===== src/rtl/ras_ctrl_if.sv =====
// Fetch/RAS-side signal bundle for ras_ctrl.
// master: fetch stage, RAS and retire logic driving the controller.
// slave:  the controller itself.
// Optional stats counters are present only when RAS_CTRL_STATS_EN is defined.
interface ras_ctrl_if #(
  parameter int XLEN = 32
);
  logic            if_valid;
  logic            if_is_call;
  logic            if_is_ret;
  logic [XLEN-1:0] if_pc;
  logic            if_stall;
  logic            ret_hit;
  logic [XLEN-1:0] ret_target;
  logic            ras_push;
  logic            ras_pop;
  logic [XLEN-1:0] ras_din;
  logic [XLEN-1:0] ras_dout;
  logic            commit_valid;
  logic            flush;
  logic            busy;
`ifdef RAS_CTRL_STATS_EN
  logic [15:0]     ovf_cnt;
  logic [15:0]     unf_cnt;
  logic [15:0]     rcv_cnt;
`endif

  modport master (
    output if_valid, if_is_call, if_is_ret, if_pc, ras_dout, commit_valid, flush,
    input  if_stall, ret_hit, ret_target, ras_push, ras_pop, ras_din, busy
`ifdef RAS_CTRL_STATS_EN
    , input ovf_cnt, unf_cnt, rcv_cnt
`endif
  );

  modport slave (
    input  if_valid, if_is_call, if_is_ret, if_pc, ras_dout, commit_valid, flush,
    output if_stall, ret_hit, ret_target, ras_push, ras_pop, ras_din, busy
`ifdef RAS_CTRL_STATS_EN
    , output ovf_cnt, unf_cnt, rcv_cnt
`endif
  );
endinterface


===== src/rtl/ras_ctrl.sv =====
// Return-address-stack speculation controller.
// Converts fetch call/return hints into RAS push/pop commands, logs every
// accepted op, and on flush replays the inverse of each uncommitted op,
// newest first, one per cycle (the RAS has no pointer-restore port).
// Optional: define RAS_CTRL_STATS_EN to add overflow/underflow/recovery counters.
// The XLEN parameter must match the one used for the connected ras_ctrl_if.
module ras_ctrl #(
  parameter int LOG_DEPTH = 8,
  parameter int RAS_DEPTH = 16,
  parameter int XLEN      = 32
) (
  input  logic        clk,
  input  logic        rst,
  ras_ctrl_if.slave   io_bus
);

  localparam int PTR_W = $clog2(LOG_DEPTH);
  localparam int CNT_W = PTR_W + 1;
  localparam int DEP_W = $clog2(RAS_DEPTH + 1);

  typedef enum logic {S_IDLE, S_RECOVER} state_t;
  typedef enum logic [1:0] {OP_NOP = 2'd0, OP_PUSH = 2'd1, OP_POP = 2'd2, OP_SWAP = 2'd3} op_t;

  state_t           r_state;
  state_t           w_nextState;
  logic [PTR_W-1:0] r_head;
  logic [PTR_W-1:0] r_tail;
  logic [PTR_W-1:0] w_tailPrev;
  logic [CNT_W-1:0] r_count;
  logic [CNT_W-1:0] w_countAfterCommit;
  logic [DEP_W-1:0] r_depth;
  op_t              r_logType [LOG_DEPTH];
  logic [XLEN-1:0]  r_logData [LOG_DEPTH];

  logic             w_isOp;
  logic             w_idle;
  logic             w_full;
  logic             w_accept;
  logic             w_commit;
  logic             w_depthZero;
  logic             w_depthFull;
  op_t              w_opType;
  op_t              w_recType;
  logic [XLEN-1:0]  w_recData;
  logic [XLEN-1:0]  w_linkAddr;
  logic [XLEN-1:0]  w_entryData;

  assign w_isOp             = io_bus.if_valid & (io_bus.if_is_call | io_bus.if_is_ret);
  assign w_idle             = (r_state == S_IDLE);
  assign w_full             = (r_count == CNT_W'(LOG_DEPTH));
  assign w_accept           = w_isOp & w_idle & ~io_bus.flush & ~w_full;
  assign w_commit           = w_idle & io_bus.commit_valid & (r_count != '0);
  assign w_countAfterCommit = r_count - CNT_W'(w_commit);
  assign w_depthZero        = (r_depth == '0);
  assign w_depthFull        = (r_depth == DEP_W'(RAS_DEPTH));
  assign w_tailPrev         = r_tail - PTR_W'(1);
  assign w_recType          = r_logType[w_tailPrev];
  assign w_recData          = r_logData[w_tailPrev];
  assign w_linkAddr         = io_bus.if_pc + XLEN'(4);
  assign w_entryData        = ((w_opType == OP_POP) || (w_opType == OP_SWAP)) ? io_bus.ras_dout : '0;

  // Classify the incoming fetch op against the current RAS occupancy.
  always_comb begin
    w_opType = OP_NOP;
    if (io_bus.if_is_call && io_bus.if_is_ret) begin
      w_opType = w_depthZero ? OP_PUSH : OP_SWAP;
    end else if (io_bus.if_is_call) begin
      w_opType = w_depthFull ? OP_NOP : OP_PUSH;
    end else if (io_bus.if_is_ret) begin
      w_opType = w_depthZero ? OP_NOP : OP_POP;
    end
  end

  // State register.
  always_ff @(posedge clk) begin
    if (rst) r_state <= S_IDLE;
    else     r_state <= w_nextState;
  end

  // Next state: enter recovery when a flush leaves uncommitted entries, leave after the last one.
  always_comb begin
    w_nextState = r_state;
    case (r_state)
      S_IDLE:    if (io_bus.flush && (w_countAfterCommit != '0)) w_nextState = S_RECOVER;
      S_RECOVER: if (r_count <= CNT_W'(1)) w_nextState = S_IDLE;
      default:   w_nextState = S_IDLE;
    endcase
  end

  // Outputs: forward commands for accepted ops in IDLE, inverse commands while recovering.
  always_comb begin
    io_bus.if_stall   = w_isOp & (~w_idle | w_full | io_bus.flush);
    io_bus.busy       = ~w_idle;
    io_bus.ret_hit    = 1'b0;
    io_bus.ret_target = '0;
    io_bus.ras_push   = 1'b0;
    io_bus.ras_pop    = 1'b0;
    io_bus.ras_din    = '0;
    case (r_state)
      S_IDLE: begin
        if (w_accept) begin
          case (w_opType)
            OP_PUSH: begin
              io_bus.ras_push = 1'b1;
              io_bus.ras_din  = w_linkAddr;
            end
            OP_POP: begin
              io_bus.ras_pop    = 1'b1;
              io_bus.ret_hit    = 1'b1;
              io_bus.ret_target = io_bus.ras_dout;
            end
            OP_SWAP: begin
              io_bus.ras_push   = 1'b1;
              io_bus.ras_pop    = 1'b1;
              io_bus.ras_din    = w_linkAddr;
              io_bus.ret_hit    = 1'b1;
              io_bus.ret_target = io_bus.ras_dout;
            end
            default: ;
          endcase
        end
      end
      S_RECOVER: begin
        case (w_recType)
          OP_PUSH: io_bus.ras_pop = 1'b1;
          OP_POP: begin
            io_bus.ras_push = 1'b1;
            io_bus.ras_din  = w_recData;
          end
          OP_SWAP: begin
            io_bus.ras_push = 1'b1;
            io_bus.ras_pop  = 1'b1;
            io_bus.ras_din  = w_recData;
          end
          default: ;
        endcase
      end
      default: ;
    endcase
  end

  // Log pointers, entry count and tracked RAS depth.
  always_ff @(posedge clk) begin
    if (rst) begin
      r_head  <= '0;
      r_tail  <= '0;
      r_count <= '0;
      r_depth <= '0;
    end else if (r_state == S_RECOVER) begin
      if (r_count != '0) begin
        r_tail  <= w_tailPrev;
        r_count <= r_count - CNT_W'(1);
        if ((w_recType == OP_PUSH) && !w_depthZero) r_depth <= r_depth - DEP_W'(1);
        if ((w_recType == OP_POP)  && !w_depthFull) r_depth <= r_depth + DEP_W'(1);
      end
    end else begin
      r_head  <= r_head + PTR_W'(w_commit);
      r_count <= r_count + CNT_W'(w_accept) - CNT_W'(w_commit);
      if (w_accept) begin
        r_tail <= r_tail + PTR_W'(1);
        if ((w_opType == OP_PUSH) && !w_depthFull) r_depth <= r_depth + DEP_W'(1);
        if ((w_opType == OP_POP)  && !w_depthZero) r_depth <= r_depth - DEP_W'(1);
      end
    end
  end

  // Log storage: type plus the RAS top that a pop or swap destroyed.
  always_ff @(posedge clk) begin
    if (!rst && w_accept) begin
      r_logType[r_tail] <= w_opType;
      r_logData[r_tail] <= w_entryData;
    end
  end

`ifdef RAS_CTRL_STATS_EN
  logic w_callNop;
  logic w_retNop;

  assign w_callNop = w_accept & io_bus.if_is_call & ~io_bus.if_is_ret & (w_opType == OP_NOP);
  assign w_retNop  = w_accept & io_bus.if_is_ret & ~io_bus.if_is_call & (w_opType == OP_NOP);

  // Saturating event counters for overflowing calls, underflowing returns and recovery cycles.
  always_ff @(posedge clk) begin
    if (rst) begin
      io_bus.ovf_cnt <= '0;
      io_bus.unf_cnt <= '0;
      io_bus.rcv_cnt <= '0;
    end else begin
      if (w_callNop && (io_bus.ovf_cnt != 16'hFFFF)) io_bus.ovf_cnt <= io_bus.ovf_cnt + 16'd1;
      if (w_retNop  && (io_bus.unf_cnt != 16'hFFFF)) io_bus.unf_cnt <= io_bus.unf_cnt + 16'd1;
      if (!w_idle   && (io_bus.rcv_cnt != 16'hFFFF)) io_bus.rcv_cnt <= io_bus.rcv_cnt + 16'd1;
    end
  end
`endif

endmodule


===== src/flat_wrapper.sv =====
// flat-port wrapper written by rule: the top's interface ports become plain ports
module ras_ctrl_flat 
#(
  parameter int LOG_DEPTH = 8,
  parameter int RAS_DEPTH = 16,
  parameter int XLEN      = 32
)
  (clk, rst, io_bus_if_valid, io_bus_if_is_call, io_bus_if_is_ret, io_bus_if_pc, io_bus_ras_dout, io_bus_commit_valid, io_bus_flush, io_bus_if_stall, io_bus_ret_hit, io_bus_ret_target, io_bus_ras_push, io_bus_ras_pop, io_bus_ras_din, io_bus_busy);
  ras_ctrl_if #(.XLEN(XLEN)) io_bus_i ();
  input  logic clk;
  input  logic rst;
  input wire logic [$bits(io_bus_i.if_valid)-1:0] io_bus_if_valid;
  input wire logic [$bits(io_bus_i.if_is_call)-1:0] io_bus_if_is_call;
  input wire logic [$bits(io_bus_i.if_is_ret)-1:0] io_bus_if_is_ret;
  input wire logic [$bits(io_bus_i.if_pc)-1:0] io_bus_if_pc;
  input wire logic [$bits(io_bus_i.ras_dout)-1:0] io_bus_ras_dout;
  input wire logic [$bits(io_bus_i.commit_valid)-1:0] io_bus_commit_valid;
  input wire logic [$bits(io_bus_i.flush)-1:0] io_bus_flush;
  output wire logic [$bits(io_bus_i.if_stall)-1:0] io_bus_if_stall;
  output wire logic [$bits(io_bus_i.ret_hit)-1:0] io_bus_ret_hit;
  output wire logic [$bits(io_bus_i.ret_target)-1:0] io_bus_ret_target;
  output wire logic [$bits(io_bus_i.ras_push)-1:0] io_bus_ras_push;
  output wire logic [$bits(io_bus_i.ras_pop)-1:0] io_bus_ras_pop;
  output wire logic [$bits(io_bus_i.ras_din)-1:0] io_bus_ras_din;
  output wire logic [$bits(io_bus_i.busy)-1:0] io_bus_busy;
  assign io_bus_i.if_valid = io_bus_if_valid;
  assign io_bus_i.if_is_call = io_bus_if_is_call;
  assign io_bus_i.if_is_ret = io_bus_if_is_ret;
  assign io_bus_i.if_pc = io_bus_if_pc;
  assign io_bus_i.ras_dout = io_bus_ras_dout;
  assign io_bus_i.commit_valid = io_bus_commit_valid;
  assign io_bus_i.flush = io_bus_flush;
  assign io_bus_if_stall = io_bus_i.if_stall;
  assign io_bus_ret_hit = io_bus_i.ret_hit;
  assign io_bus_ret_target = io_bus_i.ret_target;
  assign io_bus_ras_push = io_bus_i.ras_push;
  assign io_bus_ras_pop = io_bus_i.ras_pop;
  assign io_bus_ras_din = io_bus_i.ras_din;
  assign io_bus_busy = io_bus_i.busy;
  ras_ctrl #(.LOG_DEPTH(LOG_DEPTH), .RAS_DEPTH(RAS_DEPTH), .XLEN(XLEN)) u_core (.clk(clk), .rst(rst), .io_bus(io_bus_i));
endmodule

===== config.mk =====
export PLATFORM = sky130hd
export DESIGN_NAME = ras_ctrl_flat
export DESIGN_NICKNAME = d
export VERILOG_FILES = /design/src/rtl/ras_ctrl_if.sv /design/src/rtl/ras_ctrl.sv /design/src/flat_wrapper.sv
export SDC_FILE = /design/constraint.sdc
export NUM_CORES = 1
export LEC_CHECK = 0
export BUFFER_PORTS_ARGS = -buffer_cell sky130_fd_sc_hd__clkbuf_2
export CAP_MARGIN = 30
export CELL_PAD_IN_SITES_DETAIL_PLACEMENT = 2
export CELL_PAD_IN_SITES_GLOBAL_PLACEMENT = 2
export CORE_MARGIN = 4
export CORE_UTILIZATION = 43
export DETAILED_ROUTE_END_ITERATION = 16
export PLACE_DENSITY_LB_ADDON = 0.08
export SLEW_MARGIN = 5
export SYNTH_ARGS = -nofsm -noshare
export SYNTH_HDL_FRONTEND = slang
export SYNTH_SLANG_ARGS = --single-unit

===== constraint.sdc =====
create_clock -name clk -period 4.95 [get_ports clk]
set_input_delay 0.99 -clock clk [delete_from_list [all_inputs] [get_ports clk]]
set_output_delay 0.99 -clock clk [all_outputs]
set_load 0.005 [all_outputs]

# Word-level counts from Yosys, hierarchy flattened

Memories as Yosys holds them, arrays and structs flattened.
Index checks and enable logic that the tools add are counted.

Add/sub/neg operators: 9
Multiply operators: 0
Reductions and logical operators: 22
Bitwise logic cells: 13
Shifts and indexed selects: 0
Div/mod/pow operators: 0
Order comparisons: 1
Eq/ne operators: 10
Muxes and demuxes: 40

Operators with widths:

| kind                                                           | count |
|---|---|
| two-way mux 32 bit                                             | 7 |
| case mux 32 bit (2 select lines)                               | 1 |
| two-way mux 5 bit                                              | 7 |
| adder 32 x 3 -> 32 bit, second input constant                  | 1 |
| two-way mux 1 bit                                              | 12 |
| two-way mux 2 bit                                              | 5 |
| two-way mux 3 bit                                              | 3 |
| equality test 2 bit, second input constant                     | 4 |
| two-way mux 4 bit                                              | 2 |
| nonzero test 4 bit                                             | 2 |
| OR reduction 2 bit                                             | 4 |
| subtractor 4 x 1 -> 4 bit                                      | 2 |
| bitwise AND 1 bit                                              | 7 |
| logical AND 1 bit                                              | 7 |
| case mux 1 bit (2 select lines)                                | 3 |
| adder 5 x 1 -> 5 bit, second input constant                    | 1 |
| equality test 5 bit, second input constant                     | 1 |
| zero test 5 bit                                                | 1 |
| subtractor 5 x 1 -> 5 bit, second input constant               | 1 |
| adder 4 x 1 -> 4 bit                                           | 1 |
| equality test 2 x 1 -> 1 bit, second input constant            | 2 |
| equality test 4 bit, second input constant                     | 1 |
| less-or-equal comparator 4 x 1 -> 1 bit, second input constant | 1 |
| AND reduction 4 bit                                            | 1 |
| 12 further kinds                                               | 18 |

Memories kept: 2
Memory bits (writable): 272
Output and inout port bits: 69
Memory bits (read-only): 0
Input port bits: 71
Register bits: 13
Word-level logic and storage cells: 101
Bits in latches: 0

Memory list:

| memory           | depth | bits a word | rd ports | clocked after Yosys merged registers in | wr ports | line           | RTL |
|---|---|---|---|---|---|---|---|
| u_core.r_logData | 8     | 32          | 1        | 0                                       | 1        | ras_ctrl.sv:33 | `logic [XLEN-1:0] r_logData [LOG_DEPTH];` |
| u_core.r_logType | 8     | 2           | 1        | 0                                       | 1        | ras_ctrl.sv:32 | `op_t r_logType [LOG_DEPTH];` |

# Longest topological paths before layout

Gate-level depths: netlist (run 1).

Depth after elaboration: 11
Depth in mapped cells: 13
Depth with buffers taken out: 13

# Least setup slack after synthesis (run 1)

No wires, ideal clock.

Path type: input to register
Start: input port io_bus_flush
End: memory u_core.r_logData[1][0] (enable)
Buffers on the path: 0
Path slack: 379 ps
Data required time: 4482 ps
Library setup time: 468 ps
Stages: 5
Data arrival time: 4104 ps
Cells stage by stage: a211oi_1 o211ai_1 nor2_1 nand2_1 nor3_1

Word-level cells in the longest chain between the ends: 6

Ends and longest elaborated chain:

| item                                    | line               | RTL |
|---|---|---|
| start: declaration                      | flat_wrapper.sv:18 | `input wire logic [$bits(io_bus_i.flush)-1:0] io_bus_flush;` |
| inverter 1 bit                          | ras_ctrl.sv:51     | `assign w_accept = w_isOp & w_idle & ~io_bus.flush & ~w_full;` |
| bitwise AND 1 bit (2 in series)         | ras_ctrl.sv:51     |  |
| logical AND 1 bit                       | ras_ctrl.sv:169    | `if (!rst && w_accept) begin` |
| two-way mux 1 bit                       | ras_ctrl.sv:169    |  |
| two-way mux 1 bit (implied by the code) | ras_ctrl.sv:171    | `r_logData[r_tail] <= w_entryData;` |
| end: declaration                        | ras_ctrl.sv:33     |  |

Every way passes these cells.

# Final worst setup path (run 1)

Start: register u_core.r_tail[1]
End: output port io_bus_ras_din[2]

Word-level cells in the longest chain between the ends: 6
Elaborated cells on any way between the ends: 8
Those cells by class: add/sub (1); eq/ne (2); mux (2); reduce/logical (1); memory (2)

Ends and longest elaborated chain:

| item                               | line               | RTL |
|---|---|---|
| start: declaration                 | ras_ctrl.sv:27     | `logic [PTR_W-1:0] r_tail;` |
| start signal: assignment           | ras_ctrl.sv:151    | `r_tail <= w_tailPrev;` |
| start signal: assignment           | ras_ctrl.sv:160    | `r_tail <= r_tail + PTR_W'(1);` |
| subtractor 3 x 1 -> 3 bit *        | ras_ctrl.sv:56     | `assign w_tailPrev = r_tail - PTR_W'(1);` |
| memory read (8 x 2 bit)            | -                  |  |
| equality test 2 bit                | ras_ctrl.sv:124    | `case (w_recType)` |
| OR reduction 2 bit (no line)       | -                  |  |
| two-way mux 32 bit *               | ras_ctrl.sv:124    |  |
| case mux 32 bit (2 select lines) * | ras_ctrl.sv:99     | `case (r_state)` |
| end: declaration                   | flat_wrapper.sv:24 | `output wire logic [$bits(io_bus_i.ras_din)-1:0] io_bus_ras_din;` |

Mark *: on every way between the ends. The rest lies on a longest branch, timed or not.

==> PnR_summary.wiki, run 1 <==
{| class="wikitable"
! Metric !! Value
|-
| Result of the run || complete, no violations
|-
| Core area || 28700 µm²
|-
| Detailed placement HPWL || 23.5 mm
|-
| Clock latency reported for the late side of the worst-skew pair || 570 ps
|-
| Worst Setup Path Type || flop to output pin
|-
| Cell chosen for the clock root || sky130_fd_sc_hd__clkbuf_16
|-
| Share of the clock period used by the worst path after layout || 88.9%
|-
| Remaining antenna violation count after routing || 0
|-
| Residual overflow from global routing || 0
|-
| Routability congestion estimate || 0.744
|-
| Maximum level of the CTS H-tree || 1
|-
| Worst Hold Class || flop to flop
|-
| Die span in x || 179 µm
|-
| Cell total after placement || 1249
|-
| Final standard cell count with taps included and fillers excluded || 1300
|-
| Buffer depth of the longest clock path || 3
|-
| Number of distinct library cell variants in the gate-level netlist after synthesis || 46
|-
| Top-level I/O count || 140
|-
| Setup Skew || 15.3 ps
|-
| Number of nets in the synthesized netlist || 834
|-
| Total negative slack for setup checks || 0 ps
|-
| Initial Util || 43.6%
|-
| Area growth from synthesis to layout || 18.3%
|-
| Final Hold Slack || 537 ps
|-
| Layout cells sized above 1 || 31.4%
|-
| First-pass GRT wire length || 54.2 mm
|-
| Largest net degree at the start of global routing || 39
|-
| Vias per cell || 5.83
|-
| Max-Cap Viols || 0
|-
| Total number of clock tree sinks || 285
|-
| Overall routing resource usage || 22.9%
|-
| Routed WL per cell || 28.1 µm
|-
| Cts repair resizes || 0
|-
| Warnings from Yosys || 0
|-
| Unrepaired setup endpoints after global routing || false
|-
| Proportion of register bits with asynchronous set or reset after synthesis || 0%
|-
| Port bufs || 139
|-
| CTS Buf Count || 31
|-
| Die H || 179 µm
|-
| Detailed-route via count || 7584
|-
| Antenna violations before repair || 0
|-
| Slew HR || 47.2%
|-
| Leak pwr || 0.00548 µW
|-
| Cell area after synthesis || 12500 µm²
|-
| EDFF count, synth || 272
|-
| Most frequently used cell type in the post-synthesis netlist || sky130_fd_sc_hd__edfxtp_1
|-
| Number of hold buffers added after CTS || 0
|-
| Endpoint class of the critical path || output pin
|-
| Clock tree from TritonCTS || done
|-
| Achievable frequency || 227 MHz
|-
| First-iteration detailed-routing DRC count || 527
|-
| Clk slew on worst S/H paths || 60 ps
|-
| Number of placement rows || 62
|-
| Portion of synthesized cell area occupied by the leading cell type || 65.3%
|-
| Total non-filler cell area in the finished layout || 14800 µm²
|-
| Fraction of the yosys area taken by sequential cells || 67.3%
|-
| Critical path required time || 3960 ps
|-
| Data arrival time of the critical path || 3410 ps
|-
| Post-placement cell area || 13900 µm²
|-
| Post-CTS repair timing setup buffer count || 0
|-
| Max-slew violation count || 0
|-
| Final setup fails || 0
|-
| Average size of a mapped cell || 16.8 µm²
|-
| Dominant register cell in the synthesized netlist || sky130_fd_sc_hd__edfxtp_1
|-
| Cell type contributing the most total cell area after synthesis || sky130_fd_sc_hd__edfxtp_1
|-
| Gate Count Post-Synth || 744
|-
| Hold Violations, Final || 0
|-
| Synth top area cells || sky130_fd_sc_hd__edfxtp_1, sky130_fd_sc_hd__mux4_2, sky130_fd_sc_hd__and3_1
|-
| Nature of the critical path startpoint || flop
|-
| List of most frequent post-synthesis cells || sky130_fd_sc_hd__edfxtp_1, sky130_fd_sc_hd__and3_1, sky130_fd_sc_hd__mux4_2
|-
| Number of detailed-route iterations in the first pass || 6
|-
| Pwr per Cell Area || 578 nW/µm²
|-
| Cells on worst reg2reg path || 8
|-
| Shortest clock period the worst path allows after layout || 4400 ps
|-
| Remaining design rule violation count || 0
|-
| Number of global-route vias before repair || 8546
|-
| # fillers || 2637
|-
| FF+latch count, synth || 285
|-
| IR Drop Worst-Case VDD || 0.463 mV
|-
| Post-layout net count || 988
|-
| Area of the die || 31900 µm²
|-
| Total wirelength of the detailed-routed design || 36.6 mm
|-
| Hold Path Stages || 2
|-
| Worst-margin pin slew || 792 ps
|-
| Maximum net fanout on the critical path || 38
|-
| Number of inserted diodes || 0
|}
[cell type report]
class / instances / area (µm²) / area share (%)
Timing Repair Buffer: 166 / 993 / 6.71
Tap cell: 384 / 480 / 3.25
Multi-Input combinational cell: 396 / 3920 / 26.5
Sequential cell: 285 / 8430 / 57.0
Inverter: 18 / 67.6 / 0.456
Clock inverter: 10 / 60.1 / 0.406
Clock buffer: 41 / 853 / 5.76
[path summary, 6_finish.rpt]
| path | from | to | slack, ps |
|---|---|---|---|
| setup / recovery | u_core.r_tail[1] | io_bus_ras_din[2] | 550 |
| hold / removal | u_core.r_depth[3] | u_core.r_depth[3] | 540 |
| setup reg to reg | u_core.r_tail[1] | u_core.r_depth[4] | 1370 |
| hold reg to reg | u_core.r_depth[3] | u_core.r_depth[3] | 540 |
[routing by layer]
metal / global-route usage (%) / up-vias / part of all wire [%]
met3: 2.44 / 33 / 3.7
li1: - / 3269 / -
met1: 30.1 / 4073 / 42
met5: 0 / - / 0
met2: 41.8 / 209 / 54
met4: 4.22 / 0 / 1.3
[flip-flops by register name (all words and copies together), names as in the netlist]
register,flops
u_core.r_tail,3
u_core.r_logData,256
u_core.io_bus.busy,1
u_core.r_logType,16
u_core.r_count,4
u_core.r_depth,5
[report_power, final]
group	leakage [µW]	total, µW	internal [µW]	switching [µW]
Combinational	0.00242	3460	1450	2010
Sequential	0.00262	2990	2920	69.5
Clock	0.000445	2110	1200	910
Total	0.00548	8550	5560	2990
[cell usage in the layout (no fill, tap or decap), types with 3 or more instances in the layout]
master,netlist,routed
sky130_fd_sc_hd__dfxtp_1,13,12
sky130_fd_sc_hd__and4_1,3,3
sky130_fd_sc_hd__o21ai_0,6,6
sky130_fd_sc_hd__a21oi_1,9,9
sky130_fd_sc_hd__nand3_1,16,16
sky130_fd_sc_hd__ha_1,18,17
sky130_fd_sc_hd__clkbuf_16,0,31
sky130_fd_sc_hd__and3_1,74,74
sky130_fd_sc_hd__buf_12,0,6
sky130_fd_sc_hd__edfxtp_1,272,272
sky130_fd_sc_hd__clkbuf_1,30,6
sky130_fd_sc_hd__nand4_1,6,6
sky130_fd_sc_hd__mux2i_1,40,40
sky130_fd_sc_hd__mux4_2,67,67
sky130_fd_sc_hd__xor2_1,24,24
sky130_fd_sc_hd__buf_4,1,20
sky130_fd_sc_hd__nor2_1,29,23
sky130_fd_sc_hd__inv_1,17,17
sky130_fd_sc_hd__nand2_1,23,23
sky130_fd_sc_hd__or3_1,3,3
sky130_fd_sc_hd__clkinv_1,1,7
sky130_fd_sc_hd__nor2_4,0,6
sky130_fd_sc_hd__o22ai_1,32,32
sky130_fd_sc_hd__a211oi_1,4,4
sky130_fd_sc_hd__clkbuf_8,0,4
sky130_fd_sc_hd__clkbuf_2,0,139
sky130_fd_sc_hd__xnor2_1,16,16
[metrics by stage]
stage / power, µW / utilization (%) / worst slack [ps]
floorplan: 5330 / - / 379
global placement: 6330 / 48.3 / 737
detailed placement: 6530 / 48.4 / 643
CTS: 8660 / 51.6 / 454
global route: 8990 / 51.6 / 344
finish: 8550 / 51.6 / 550
[critical path: stages, from the launching register on]
cell and delay (ps):
sky130_fd_sc_hd__dfxtp_1 500, sky130_fd_sc_hd__inv_1 160, sky130_fd_sc_hd__ha_4 680, sky130_fd_sc_hd__mux4_2 420, sky130_fd_sc_hd__mux2_4 310, sky130_fd_sc_hd__nand2_1 150
sky130_fd_sc_hd__buf_4 290, sky130_fd_sc_hd__o22ai_1 190, sky130_fd_sc_hd__clkbuf_2 150
[cell families after synthesis]
logic type	after synthesis	share of synthesized area [%]
AOI/OAI and AO/OA	58	2.91
xor gates and xnor gates	41	2.93
adders and majority gates	19	1.96
buffers and inverters	63	2.00
DFF	285	67.3
muxes	109	15.5
and+or+nand+nor	169	7.41
(Power assumes the default switching activity.)
==> run 2, diff against run 1 <==
ABC_AREA = 1   (was unset)
CAP_MARGIN = 20   (was 30)
CORE_UTILIZATION = 38   (was 43)
==> PnR_summary.wiki, run 2 <==
{| class="wikitable"
! Metric !! Value
|-
| Synth top area cells || sky130_fd_sc_hd__edfxtp_1, sky130_fd_sc_hd__nand2_1, sky130_fd_sc_hd__a21oi_1
|-
| Flip-flop count of the largest register after layout || 256
|-
| Total wirelength of the detailed-routed design || 46.7 mm
|-
| Shortest clock period the worst path allows after layout || 4450 ps
|-
| Post-CTS repair timing setup buffer count || 0
|-
| Number of hold buffers added after CTS || 0
|-
| Number of detailed-route iterations in the first pass || 4
|-
| Total number of clock tree sinks || 285
|-
| Pwr per Cell Area || 583 nW/µm²
|-
| Most frequently used cell type in the post-synthesis netlist || sky130_fd_sc_hd__nand2_1
|-
| Worst-margin pin slew || 955 ps
|-
| Gate Count Post-Synth || 1279
|-
| Result of the run || complete, no violations
|-
| Routability congestion estimate || 0.917
|-
| Setup slack after layout || 502 ps
|-
| Antenna violations before repair || 1
|-
| Top-level I/O count || 140
|-
| Number of nets in the synthesized netlist || 1369
|-
| Die H || 195 µm
|-
| Number of distinct library cell variants in the gate-level netlist after synthesis || 45
|-
| Critical path required time || 3960 ps
|-
| Proportion of register bits with asynchronous set or reset after synthesis || 0%
|-
| Number of global-route vias before repair || 11500
|-
| Cell chosen for the clock root || sky130_fd_sc_hd__clkbuf_16
|-
| Clock latency reported for the late side of the worst-skew pair || 550 ps
|-
| Routed WL per cell || 24.8 µm
|-
| Commonest non-fill, non-tap cells in the layout || sky130_fd_sc_hd__nand2_1, sky130_fd_sc_hd__edfxtp_1, sky130_fd_sc_hd__clkbuf_2
|-
| Endpoint class of the critical path || output pin
|-
| Dominant register cell in the synthesized netlist || sky130_fd_sc_hd__edfxtp_1
|-
| Remaining design rule violation count || 0
|-
| Largest net degree at the start of global routing || 82
|-
| Core area || 34500 µm²
|-
| Remaining antenna violation count after routing || 0
|-
| Port bufs || 139
|-
| Commonest non-fill, non-tap cell in the layout || sky130_fd_sc_hd__nand2_1
|-
| Worst slack after detailed placement || 892 ps
|-
| Average size of a mapped cell || 10.4 µm²
|-
| Cell total after placement || 1832
|-
| Unrepaired setup endpoints after global routing || false
|-
| Cts repair resizes || 0
|-
| Die span in x || 195 µm
|-
| Register with the most flip-flops || u_core.r_logData
|-
| Number of placement rows || 68
|-
| IR Drop Worst-Case VDD || 0.504 mV
|-
| Layout cells sized above 1 || 17.3%
|-
| Area of the die || 38000 µm²
|-
| Worst Hold Class || flop to flop
|-
| Final setup fails || 0
|-
| Max-slew violation count || 0
|-
| Largest registers ranked by flip-flop count || u_core.r_logData (256), u_core.r_logType (16), u_core.r_depth (5)
|-
| Detailed-route via count || 10400
|-
| Portion of synthesized cell area occupied by the leading cell type || 61.5%
|-
| Number of inserted diodes || 0
|-
| Clk slew on worst S/H paths || 60 ps
|-
| Warnings from Yosys || 0
|-
| First-iteration detailed-routing DRC count || 633
|-
| FF+latch count, synth || 285
|-
| Slew HR || 36.2%
|-
| Clock tree from TritonCTS || done
|-
| Data arrival time of the critical path || 3460 ps
|-
| Final Hold Slack || 524 ps
|-
| Residual overflow from global routing || 0
|-
| Area growth from synthesis to layout || 16.9%
|-
| Leak pwr || 0.00613 µW
|-
| Post-layout net count || 1499
|-
| Final standard cell count with taps included and fillers excluded || 1887
|-
| Vias per cell || 5.53
|-
| Buffer depth of the longest clock path || 3
|-
| Cell type contributing the most total cell area after synthesis || sky130_fd_sc_hd__edfxtp_1
|-
| Hold Violations, Final || 0
|-
| Worst Setup Path Type || flop to output pin
|-
| Achievable frequency || 225 MHz
|-
| Fraction of the yosys area taken by sequential cells || 63.5%
|-
| Initial Util || 38.4%
|-
| Detailed placement HPWL || 30.2 mm
|-
| EDFF count, synth || 272
|-
| First-pass GRT wire length || 70.2 mm
|-
| Overall routing resource usage || 23.8%
|-
| List of most frequent post-synthesis cells || sky130_fd_sc_hd__nand2_1, sky130_fd_sc_hd__edfxtp_1, sky130_fd_sc_hd__nor2_1
|-
| Share of the clock period used by the worst path after layout || 89.9%
|-
| Fraction of the core area covered by cells at the end of the flow || 44.9%
|-
| Total negative slack for setup checks || 0 ps
|-
| Cell area after synthesis || 13300 µm²
|-
| Maximum net fanout on the critical path || 18
|-
| CTS Buf Count || 30
|-
| Max-Cap Viols || 0
|-
| Setup Skew || 5.95 ps
|-
| Maximum level of the CTS H-tree || 1
|-
| Nature of the critical path startpoint || flop
|}
run 2: worst paths after layout:
check	slack [ps]	endpoint	from	cells past startpoint
worst min-delay path	520	u_core.r_count[0]	u_core.r_count[0]	2
worst max-delay path	500	io_bus_ras_din[30]	u_core.r_count[1]	10
worst min register to register	520	u_core.r_count[0]	u_core.r_count[0]	2
worst max register to register	1870	u_core.r_logData[5][7]	u_core.r_count[1]	10
run 2: final cells by class:
cell class / count / area, µm²
fillers: 3734 / 19000
flip-flops and latches: 285 / 8430
multi-input cells: 820 / 4230
repair buffers: 164 / 946
clock buffers: 33 / 783
well taps: 455 / 569
inverters: 108 / 409
clock inverters: 22 / 155
run 2: power breakdown:
part	internal (µW)	total, µW	switching [µW]
registers	2970	3030	57.7
clock network	1230	2180	943
logic	1090	3850	2750
run 2: cell families (layout without fill, tap and decap cells):
kind of cell	count (synthesis)	after routing	synth area share [%]
flops	285	285	63.5
fa+ha+maj	19	19	1.85
xor+xnor	20	20	1.32
simple gates	534	534	16.5
buf+inv	174	327	5.21
compound gates	247	247	11.7
run 2: per-stage QoR:
step | power (µW) | cell area [µm²]
global placement | 6720 | 14600
detailed placement | 6900 | 14600
global route | 9610 | 15500
floorplan | 5420 | 13300
finish | 9050 | 15500
CTS | 9120 | 15500
run 2: routing by layer:
metal / part of all wire (%) / vias to the layer above / routed length (µm) / global-route usage, %
met5: 0.028 / - / 13 / 0
met4: 2.3 / 2 / 1070 / 5.82
met3: 4.2 / 63 / 1970 / 2.79
met2: 50 / 250 / 23500 / 41.9
met1: 43 / 5363 / 20200 / 31.6
li1: - / 4751 / - / -
run 2: worst max-delay path, stage by stage (launching register included):
cell	delay, ps
sky130_fd_sc_hd__dfxtp_1	390
sky130_fd_sc_hd__inv_1	150
sky130_fd_sc_hd__ha_1	290
sky130_fd_sc_hd__nand2_1	120
sky130_fd_sc_hd__nand3_1	80
sky130_fd_sc_hd__nor2_2	150
sky130_fd_sc_hd__nand2_1	490
sky130_fd_sc_hd__inv_2	550
sky130_fd_sc_hd__nand3b_1	310
sky130_fd_sc_hd__nand2_1	200
sky130_fd_sc_hd__clkbuf_2	140
==> run 3, diff against run 2 <==
CAP_MARGIN = unset   (was 20)
REMOVE_ABC_BUFFERS = 1   (was unset)
==> PnR_summary.wiki, run 3 (synthesis gave the netlist of run 2 again) <==
{| class="wikitable"
! Metric !! Value
|-
| Core area || 34500 µm²
|-
| Final Hold Slack || 530 ps
|-
| First-pass GRT wire length || 66.9 mm
|-
| Endpoint class of the critical path || output pin
|-
| Share of the clock period used by the worst path after layout || 89.2%
|-
| Data arrival time of the critical path || 3430 ps
|-
| Area of the die || 38000 µm²
|-
| Total wirelength of the detailed-routed design || 44.3 mm
|-
| Detailed placement HPWL || 28.9 mm
|-
| Residual overflow from global routing || 0
|-
| Register with the most flip-flops || u_core.r_logData
|-
| Critical path required time || 3960 ps
|-
| Cts repair resizes || 0
|-
| Commonest non-fill, non-tap cell in the layout || sky130_fd_sc_hd__nand2_1
|-
| Result of the run || complete, no violations
|-
| Layout cells sized above 1 || 17.6%
|-
| First-iteration detailed-routing DRC count || 598
|-
| Largest net degree at the start of global routing || 81
|-
| Number of inserted diodes || 0
|-
| Die H || 195 µm
|-
| Cells on worst reg2reg path || 11
|-
| Max-slew violation count || 0
|-
| Leak pwr || 0.00620 µW
|-
| IR Drop Worst-Case VDD || 0.309 mV
|-
| Hold Path Stages || 2
|-
| Clk slew on worst S/H paths || 60 ps
|-
| Uppermost layer routed || met4
|-
| WL met2 || 22.5 mm
|-
| Number of hold buffers added after CTS || 0
|-
| Vias per cell || 5.42
|-
| Shortest clock period the worst path allows after layout || 4420 ps
|-
| Remaining antenna violation count after routing || 0
|-
| Post-CTS repair timing setup buffer count || 0
|-
| Number of global-route vias before repair || 11200
|-
| Detailed-route via count || 10300
|-
| Pwr per Cell Area || 580 nW/µm²
|-
| Flip-flop count of the largest register after layout || 256
|-
| Total number of clock tree sinks || 285
|-
| Port bufs || 139
|-
| Cell chosen for the clock root || sky130_fd_sc_hd__clkbuf_16
|-
| Unrepaired setup endpoints after global routing || false
|-
| Die span in x || 195 µm
|-
| CTS Buf Count || 35
|-
| Buffer depth of the longest clock path || 3
|-
| Worst slack after detailed placement || 947 ps
|-
| Total negative slack for setup checks || 0 ps
|-
| Worst Hold Class || flop to flop
|-
| # fillers || 3672
|-
| Achievable frequency || 226 MHz
|-
| Number of placement rows || 68
|-
| Clock latency reported for the late side of the worst-skew pair || 520 ps
|-
| Routability congestion estimate || 0.832
|-
| Remaining design rule violation count || 0
|-
| Maximum net fanout on the critical path || 47
|-
| Wl on met1 || 19.4 mm
|-
| Worst-margin pin slew || 920 ps
|-
| Setup slack after layout || 534 ps
|-
| Worst Setup Path Type || flop to output pin
|-
| Antenna violations before repair || 0
|-
| Final setup fails || 0
|-
| Largest registers ranked by flip-flop count || u_core.r_logData (256), u_core.r_logType (16), u_core.r_depth (5)
|-
| Initial Util || 38.4%
|-
| Post-layout net count || 1506
|-
| Max-Cap Viols || 0
|-
| Top-level I/O count || 140
|-
| Clock tree from TritonCTS || done
|-
| Maximum level of the CTS H-tree || 2
|-
| Overall routing resource usage || 22.6%
|-
| Setup Skew || 24.7 ps
|-
| Area growth from synthesis to layout || 17.7%
|-
| Hold Violations, Final || 0
|-
| Routed WL per cell || 23.4 µm
|-
| Number of detailed-route iterations in the first pass || 5
|-
| Slew HR || 38.7%
|-
| Nature of the critical path startpoint || flop
|-
| Commonest non-fill, non-tap cells in the layout || sky130_fd_sc_hd__nand2_1, sky130_fd_sc_hd__edfxtp_1, sky130_fd_sc_hd__clkbuf_2
|-
| Routed wl met3 || 1.74 mm
|}
-- run 3: changes by cell type in the layout (fill, tap and decap cells not counted), moves of 2 or more --
cell,delta
sky130_fd_sc_hd__clkbuf_1,+4
sky130_fd_sc_hd__buf_4,+3
sky130_fd_sc_hd__clkbuf_16,+5
sky130_fd_sc_hd__clkinv_1,-2
-- run 3: final timing paths --
| check | start | end | slack (ps) |
|---|---|---|---|
| worst max-delay path | u_core.r_tail[0] | io_bus_ras_din[21] | 530 |
| worst min-delay path | u_core.r_count[0] | u_core.r_count[0] | 530 |
| worst max register to register | u_core.r_count[1] | u_core.r_logData[5][19] | 1670 |
| worst min register to register | u_core.r_count[0] | u_core.r_count[0] | 530 |
-- run 3: critical path, stage by stage (launching register included) --
cell and delay (ps):
sky130_fd_sc_hd__dfxtp_4 700, sky130_fd_sc_hd__inv_4 70, sky130_fd_sc_hd__ha_1 340, sky130_fd_sc_hd__buf_4 330, sky130_fd_sc_hd__nand3_1 150, sky130_fd_sc_hd__nand2_1 90
sky130_fd_sc_hd__nand2_1 50, sky130_fd_sc_hd__nand2_1 210, sky130_fd_sc_hd__nand2_1 140, sky130_fd_sc_hd__buf_4 250, sky130_fd_sc_hd__nor2_1 130, sky130_fd_sc_hd__o21ai_1 70
sky130_fd_sc_hd__o31ai_1 160, sky130_fd_sc_hd__clkbuf_2 220
-- run 3: metal layers --
metal  GRT usage (%)  vias to the layer above
met4            4.60                        0
met2            40.3                      222
met3            2.98                       44
li1                -                     4764
met1            29.7                     5243
met5               0                        -
-- run 3: area by class of cell --
cell class	instances	area [µm²]	area share [%]
flip-flops and latches	285	8430	53.9
multi-input cells	820	4220	27.0
repair buffers	166	948	6.07
clock buffers	42	923	5.91
well taps	455	569	3.64
inverters	108	409	2.62
clock inverters	19	130	0.832
-- run 3: through the flow --
stage	total power [µW]	utilization, %	instance area (µm²)	instances
3_3_place_gp	6600	42.2	14600	1834
4_1_cts	9160	45.3	15600	1895
6_report	9060	45.3	15600	1895
5_1_grt	9630	45.3	15600	1895
3_5_place_dp	6740	42.2	14600	1834
2_1_floorplan	5320	-	13000	1213
-- run 3: report_power, final --
part / switching (µW) / total, µW / internal, µW
combinational: 2510 / 3610 / 1100
clock: 1000 / 2390 / 1380
sequential: 94.0 / 3070 / 2970
